`config.mk`:
```
export PLATFORM = sky130hd
export DESIGN_NAME = decoder_seq
export DESIGN_NICKNAME = d
export VERILOG_FILES = /design/src/rtl/decoder_seq.sv
export SDC_FILE = /design/constraint.sdc
export NUM_CORES = 1
export LEC_CHECK = 0
export BUFFER_PORTS_ARGS = -buffer_cell sky130_fd_sc_hd__buf_2
export CORE_MARGIN = 2
export CORE_UTILIZATION = 47
export CTS_CLUSTER_DIAMETER = 200
export DETAILED_ROUTE_END_ITERATION = 8
export GPL_ROUTABILITY_DRIVEN = 0
export PLACE_DENSITY = 0.76
export RECOVER_POWER = 100
export SYNTH_ARGS = -nofsm -noshare
export SYNTH_HDL_FRONTEND = slang
export SYNTH_SLANG_ARGS = --single-unit
```
`constraint.sdc`:
```
create_clock -name clk -period 2.1 [get_ports clk]
set_input_delay 0.42 -clock clk [delete_from_list [all_inputs] [get_ports clk]]
set_output_delay 0.42 -clock clk [all_outputs]
set_load 0.05 [all_outputs]
```
`src/rtl/decoder_seq.sv`:
```
// Sequenced one-hot decoder: loadable index with optional sweep, registered decode and wrap pulse.
// Define DECODER_SEQ_BOUNCE_EN to make the sweep ping-pong between 0 and M-1 instead of wrapping.
module decoder_seq #(
   parameter int unsigned N = 3
) (
   input  logic             clk,
   input  logic             rst_n,
   input  logic             ena,
   input  logic             mode,
   input  logic             load,
   input  logic [N-1:0]     in,
   input  logic             step,
   output logic [(2**N)-1:0] out,
   output logic [N-1:0]     idx,
   output logic             wrap
);

   localparam int unsigned M = 2 ** N;
   localparam logic [N-1:0] IDX_MAX = N'(M - 1);
   localparam logic [N-1:0] IDX_ONE = N'(1);

   logic [N-1:0] idx_q, idx_d;
   logic [M-1:0] out_q, out_d;
   logic         wrap_q, wrap_d;
   logic         step_ok;

`ifdef DECODER_SEQ_BOUNCE_EN
   typedef enum logic {DIR_UP = 1'b0, DIR_DOWN = 1'b1} dir_e;
   dir_e dir_q, dir_d;
`endif

   // Next index: load wins over step; step only counts while enabled in sweep mode.
   always_comb begin
      idx_d   = idx_q;
      wrap_d  = 1'b0;
      step_ok = !load && step && ena && mode;
`ifdef DECODER_SEQ_BOUNCE_EN
      dir_d   = dir_q;
`endif
      if (load) begin
         idx_d = in;
      end else if (step_ok) begin
`ifdef DECODER_SEQ_BOUNCE_EN
         if (dir_q == DIR_UP) begin
            if (idx_q == IDX_MAX) begin
               idx_d  = idx_q - IDX_ONE;
               dir_d  = DIR_DOWN;
               wrap_d = 1'b1;
            end else begin
               idx_d = idx_q + IDX_ONE;
            end
         end else begin
            if (idx_q == '0) begin
               idx_d  = idx_q + IDX_ONE;
               dir_d  = DIR_UP;
               wrap_d = 1'b1;
            end else begin
               idx_d = idx_q - IDX_ONE;
            end
         end
`else
         idx_d  = idx_q + IDX_ONE;
         wrap_d = (idx_q == IDX_MAX);
`endif
      end
      out_d = ena ? (M'(1) << idx_d) : '0;
   end

   // State and registered outputs; reset aborts any sweep immediately.
   always_ff @(posedge clk or negedge rst_n) begin
      if (!rst_n) begin
         idx_q  <= '0;
         out_q  <= '0;
         wrap_q <= 1'b0;
`ifdef DECODER_SEQ_BOUNCE_EN
         dir_q  <= DIR_UP;
`endif
      end else begin
         idx_q  <= idx_d;
         out_q  <= out_d;
         wrap_q <= wrap_d;
`ifdef DECODER_SEQ_BOUNCE_EN
         dir_q  <= dir_d;
`endif
      end
   end

   assign out  = out_q;
   assign idx  = idx_q;
   assign wrap = wrap_q;

endmodule

```
# == Yosys cells after proc, flatten, opt, wreduce, memory -nomap -nowiden ==
# Index checks and enable logic that the tools add are counted.
# word_totals
register_bits,12
wordCells,15
out_inout_bits,12
# op_classes
shifts,1
muxes,5
n_eq_ne,1
add_sub_neg,1
n_reduce_logical,4
# ops
cell,n
2-to-1 mux 8 bit,1
"left shift 1 x 3 -> 8 bit, first input constant",1
2-to-1 mux 3 bit,2
"adder 3 x 1 -> 3 bit, second input constant",1
"== test 3 bit, second input constant",1
logical AND 1 bit,3
2-to-1 mux 1 bit,2
logical NOT 1 bit,1

# == Logic depth before layout (Yosys ltp) ==
# Gate-level depths: netlist (run 1).
# logic_depth
depth_word,8
depth_mapped,6

# == Worst setup path before layout (run 1) ==
# OpenSTA, ideal clock, no wires.
# synth_path
kind,register to register
start,"register idx_q[0], in the netlist idx[0]"
end,"register out_q[1], in the netlist out[1]"
required_ps,2028
path_slack_ps,115
arrival_ps,1913
setup_ps,72
path_stages_with_launch,7
path_buffers,0
synth_period_minus_slack_ps,1985
cell_sequence,dfrtp_1 -> ha_1 -> ha_1 -> and3_1 -> o32a_1 -> nand2b_1 -> nor2_1
# synth_via
elab_chain_cells,5
# synth_rtl
element,line_no,source
from (decl),22,"logic [N-1:0] idx_q, idx_d;"
from (signal assigned),79,idx_q <= idx_d;
adder 3 x 1 -> 3 bit,62,idx_d = idx_q + IDX_ONE;
2-to-1 mux 3 bit (*),42,end else if (step_ok) begin
2-to-1 mux 3 bit (*),40,if (load) begin
left shift 1 x 3 -> 8 bit (*),66,out_d = ena ? (M'(1) << idx_d) : '0;
2-to-1 mux 8 bit (*),66,
via out_d[1],23,"logic [M-1:0] out_q, out_d;"
to (signal assigned),80,out_q <= out_d;
to (decl),23,
# Mark *: on every way through the listed nets, which the timed path passes. The rest lies on a longest branch.

# == Final worst setup path (run 1) ==
# layout_path
start,"register idx_q[0], in the netlist idx[0]"
end,"register out_q[3], in the netlist out[3]"
# The elaborated chain is that of the path after synthesis.

==> results of run 1 <==
-- power by group --
part / leakage (nW) / internal (W) / total, W / switching (W)
clock: 0.0210 / 0.000105 / 0.000185 / 0.0000799
sequential: 0.159 / 0.000245 / 0.000254 / 0.00000960
combinational: 0.144 / 0.0000394 / 0.000139 / 0.0000996
-- cell families (layout without fill, tap and decap cells) --
group | Yosys count | count (layout)
AO/OA/AOI/OAI | 7 | 7
AND/OR/NAND/NOR | 25 | 25
flip-flops | 12 | 12
XOR/XNOR | 1 | 1
adder cells (fa/ha/maj) | 2 | 2
multiplexers | 2 | 2
buffers and inverters | 2 | 25
-- through the flow --
| step | cell area, um2 | cells |
|---|---|---|
| global route | 708 | 89 |
| CTS | 759 | 89 |
| floorplan | 616 | 51 |
| global placement | 723 | 85 |
| finish | 708 | 89 |
| detailed placement | 723 | 85 |
-- routing by layer --
layer	wire [um]	vias to the layer above	GRT usage [%]
met1	484	222	17.7
li1	-	226	-
met5	0	-	0
met3	50	2	3.33
met4	12	0	7.50
met2	537	10	26.6
-- cell usage after synthesis --
master	number
o21ai_0	1
nand3_1	2
dfrtp_1	12
o32a_1	1
o21bai_1	1
nor2b_1	3
nand2b_1	2
a311oi_2	1
nor3b_1	1
and3_4	1
inv_4	1
and2b_1	1
and3_1	1
and2_1	1
buf_6	1
o21a_1	1
a211oi_4	1
and2_4	1
nor3b_2	2
nor3_2	3
a21boi_0	1
mux2i_1	2
nor2_1	3
xnor2_1	1
ha_1	2
nand2_1	3
nor3_1	1
-- final timing paths --
check / to / slack, ns / cells past startpoint
min reg2reg: idx[2]$_DFF_PN0_ / 0.65 / 2
max: out[3]$_DFF_PN0_ / 0.24 / 6
max reg2reg: out[3]$_DFF_PN0_ / 0.24 / 6
min in group clk: idx[2]$_DFF_PN0_ / 0.39 / 3
max in group asynchronous: out[3]$_DFF_PN0_ / 1.58 / 1
min: idx[2]$_DFF_PN0_ / 0.12 / 1
-- area by class of cell --
class,instances,area share [%]
Sequential cell,12,42.4
Multi-Input combinational cell,37,37.1
Timing Repair Buffer,20,11.8
Clock buffer,4,5.12
Tap cell,15,2.65
Inverter,1,0.883
-- flip-flops by register name (all words and copies together), names as in the netlist --
signal and cells:
out 8, wrap 1, idx 3
-- worst max-delay path, cell delays in order, from the launching register on --
cell	delay, ns
dfrtp_1	0.44
ha_1	0.23
ha_1	0.28
and3_1	0.16
o32a_1	0.38
nand2b_1	0.17
nor2_1	0.13
-- cell usage in the layout, fill, tap and decap left out --
master    synthesis  routed
inv_4             1       1
nand2b_1          2       2
nor3b_1           1       3
and2b_1           1       1
o21a_1            1       1
nor3_1            1       3
buf_2             0       7
o21ai_0           1       1
clkbuf_1          0      13
clkbuf_8          0       1
clkbuf_4          0       3
nand2_1           3       3
xnor2_1           1       1
o21bai_1          1       1
a311oi_2          1       1
and2_0            0       2
and3_1            1       1
nor2_1            3       3
dfrtp_1          12      12
and3_4            1       1
nor3_2            3       1
ha_1              2       2
a21boi_0          1       1
o32a_1            1       1
nand3_1           2       2
a211oi_1          0       1
mux2i_1           2       2
nor2b_1           3       3
==> flow_summary.yaml, run 1 <==
global_routing:
  grt_pass1_vias: 388
  grt_usage_pct: 15.4
  grt_pass1_wl_um: 1610
  grt-ovfl-total: 0
  antenna_found_initial: 0
  grt_max_degree: 13
critical_path:
  end_kind: "flip-flop"
  arrival_ns: 2.06
  crit_fanout: 5
  setup.worst_path.start_class: "flip-flop"
  crit_path_start: "idx[0]$_DFF_PN0_"
  crit_type: "reg2reg"
  required_ns: 2.30
  rr_startpoint: "idx[0]$_DFF_PN0_"
yosys:
  synth_top_area_cell: "dfrtp_1"
  post_synth_xor_area_fraction_pct: 1.42
  syn_area_per_cell_um2: 12.1
  synth_nets: 62
  synth_top_area_share_pct: 48.8
  synth-simple-area-share_pct: 27.8
  synthAdderAreaFrac_pct: 4.07
  synth_warnings: 0
  synth_top_family_by_area: "simple AND/OR/NAND/NOR gates"
  netlist_area_um2: 616
  synthMuxAreaShare_pct: 3.25
  yosys-top-cells-area: "dfrtp_1, nor3_2, ha_1"
  synth-compound-area-share_pct: 11.8
  ys_ff_latch: 12
  syn_inst: 51
  synthDistinctLibCells: 27
  ys_seq_area_share_pct: 48.8
clocking:
  clk_latency_ns: 0.27
  cts_tree: "built"
  clkTransAtPathRegs_ns: 0.08
  post_cts_buffers: 0
  cts_resized: 0
  cts_sinks: 12
  hold_buffers: 0
  clock-root-buffer: "clkbuf_4"
  h-tree-depth: 1
  cts_buffers: 3
  clock_path_buffers: 2
sta:
  period_minus_slack_ns: 1.86
  finalHoldViolCount: 0
  setup_tns_ns: 0
  worst_pin_slew_ns: 0.862
  relSlewSlack_pct: 42.2
  fmax_mhz: 538
  fin_ws_ns: 0.242
  timing.final.crit_share_pct: 88.5
  hold_slack_ns: 0.124
  setup_viol: 0
  drv_slew: 0
  rsz0062_at_grt: "no"
  clock_skew_ns: 0.00295
floorplan:
  start_util_pct: 48.5
  die_w_um: 40.2
  rows: 13
  dieArea_um2: 1620
  core_area_um2: 1270
  die_y_um: 40.2
  pin_count: 21
finish:
  multi_input_area_um2: 263
  drive_gt1_share_pct: 20.3
  fillerInstances: 126
  final-seq-area_um2: 300
  syn_to_final_growth_pct: 15.0
  postLayoutCoreUtil_pct: 55.8
  finalNetCount: 86
  n_antenna_cell: 0
run:
  drv_cap: 0
worst_hold_path:
  hold_path.class: "in2async"
detailed_routing:
  drc: 0
  finalWirelength_um: 1080
  wl_per_cell_um: 12.2
  via_per_inst: 5.17
  vias: 460
  antenna_left: 0
  drtIter0Drc: 8
  firstDrtPassIters: 4
power:
  p_total_w: 0.000578
  power.density_nw_per_um2: 816
  p_leak_nw: 0.324
  irDropWorstVdd_mv: 0.365
status:
  status: "complete, no violations"
place:
  dpl.hpwl_um: 819
  dpl_worst_slack_ns: 0.273
  numPortBuffers: 20
No activity file was read; power rests on OpenSTA's default activity.
==> inputs of run 2 (changes only) <==
RECOVER_POWER = 50   (was 100)
==> flow_summary.yaml, run 2 (synthesis gave the netlist of run 1 again) <==
detailed_routing:
  via_per_inst: 5.17
  antenna_left: 0
  finalWirelength_um: 1060
  drc: 0
  wl_per_cell_um: 11.9
  vias: 460
  drtIter0Drc: 7
  firstDrtPassIters: 3
finish:
  n_antenna_cell: 0
  drive_gt1_share_pct: 37.8
  layout_common_cells: "buf_2, dfrtp_1, clkbuf_1"
  largest_reg_flops: 8
  final_cells: 89
  finalNetCount: 86
  fillerInstances: 121
  syn_to_final_growth_pct: 20.3
  layout_commonest_cell: "buf_2"
clocking:
  cts_buffers: 3
  cts_tree: "built"
  cts_sinks: 12
  clk_latency_ns: 0.27
  clkTransAtPathRegs_ns: 0.08
  cts_resized: 0
  h-tree-depth: 1
  post_cts_buffers: 0
  clock_path_buffers: 2
  clock-root-buffer: "clkbuf_4"
  hold_buffers: 0
global_routing:
  grt_pass1_vias: 388
  grt_usage_pct: 15.4
  grt_pass1_wl_um: 1610
  grt-ovfl-total: 0
  antenna_found_initial: 0
  grt_max_degree: 13
status:
  status: "complete, no violations"
place:
  dpl.hpwl_um: 819
  numPortBuffers: 20
  dpl_worst_slack_ns: 0.273
  dp_cells: 85
sta:
  clock_skew_ns: 0.000300
  fmax_mhz: 535
  period_minus_slack_ns: 1.87
  timing.final.crit_share_pct: 88.9
  setup_viol: 0
  relSlewSlack_pct: 35.6
  worst_pin_slew_ns: 0.960
  drv_slew: 0
  setup_tns_ns: 0
  rsz0062_at_grt: "no"
  finalHoldViolCount: 0
  fin_ws_ns: 0.232
critical_path:
  crit_type: "reg2reg"
  setup.worst_path.start_class: "flip-flop"
  arrival_ns: 2.07
  required_ns: 2.30
  crit_fanout: 5
  end_kind: "flip-flop"
floorplan:
  die_y_um: 40.2
  start_util_pct: 48.5
  dieArea_um2: 1620
  core_area_um2: 1270
  pin_count: 21
  rows: 13
  die_w_um: 40.2
power:
  p_leak_nw: 0.363
  power.density_nw_per_um2: 789
  p_total_w: 0.000585
  irDropWorstVdd_mv: 0.352
run:
  drv_cap: 0
worst_hold_path:
  hold_path.class: "in2async"
run 2: cell types whose count changed in the layout (fill, tap and decap cells not counted), sizes merged:
cell,before,now
buf,7,15
clkbuf,17,9
run 2: power breakdown:
part | internal [W] | switching, W
clock network | 0.000105 | 0.0000776
logic | 0.0000458 | 0.000103
registers | 0.000244 | 0.00000913
total | 0.000395 | 0.000189
run 2: per-stage QoR:
step           instance area [um2]  utilization (%)  hold slack, ns
2_1_floorplan                  616                -           0.124
3_3_place_gp                   723             57.0           0.306
3_5_place_dp                   723             57.0           0.308
4_1_cts                        759             59.9          0.0117
5_1_grt                        741             58.4           0.171
6_report                       741             58.4           0.128
run 2: per-layer routing:
layer  routed length [um]  GRT usage, %  vias up
li1                     -             -      228
met1                  457          17.7      220
met2                  544          26.6       10
met3                   46          3.33        2
met4                   12          7.50        0
met5                    0             0        -
run 2: worst max-delay path: stages, from the launching register on:
cell	delay (ns)
dfrtp_1	0.44
ha_1	0.23
ha_1	0.28
and3_1	0.16
o32a_1	0.39
nand2b_1	0.17
nor2_1	0.13
run 2: path summary, 6_finish.rpt:
check / end / start / slack [ns] / depth (start not counted)
setup / recovery: out[3]$_DFF_PN0_ / idx[0]$_DFF_PN0_ / 0.23 / 6
hold / removal: idx[2]$_DFF_PN0_ / rst_n / 0.13 / 1
setup reg to reg: out[3]$_DFF_PN0_ / idx[0]$_DFF_PN0_ / 0.23 / 6
hold reg to reg: idx[2]$_DFF_PN0_ / idx[2]$_DFF_PN0_ / 0.64 / 2
max in group asynchronous: out[3]$_DFF_PN0_ / rst_n / 1.58 / 1
min in group clk: idx[2]$_DFF_PN0_ / in[2] / 0.39 / 3
run 2: cell type report:
cell class                 count  area (um2)  share of cell area [%]
clock buffer                   4        36.3                    4.90
inverter                       1        6.26                   0.845
multi-input combinational     37         285                    38.5
sequential                    12         300                    40.5
tap                           15        18.8                    2.53
timing repair buffer          20        93.8                    12.7
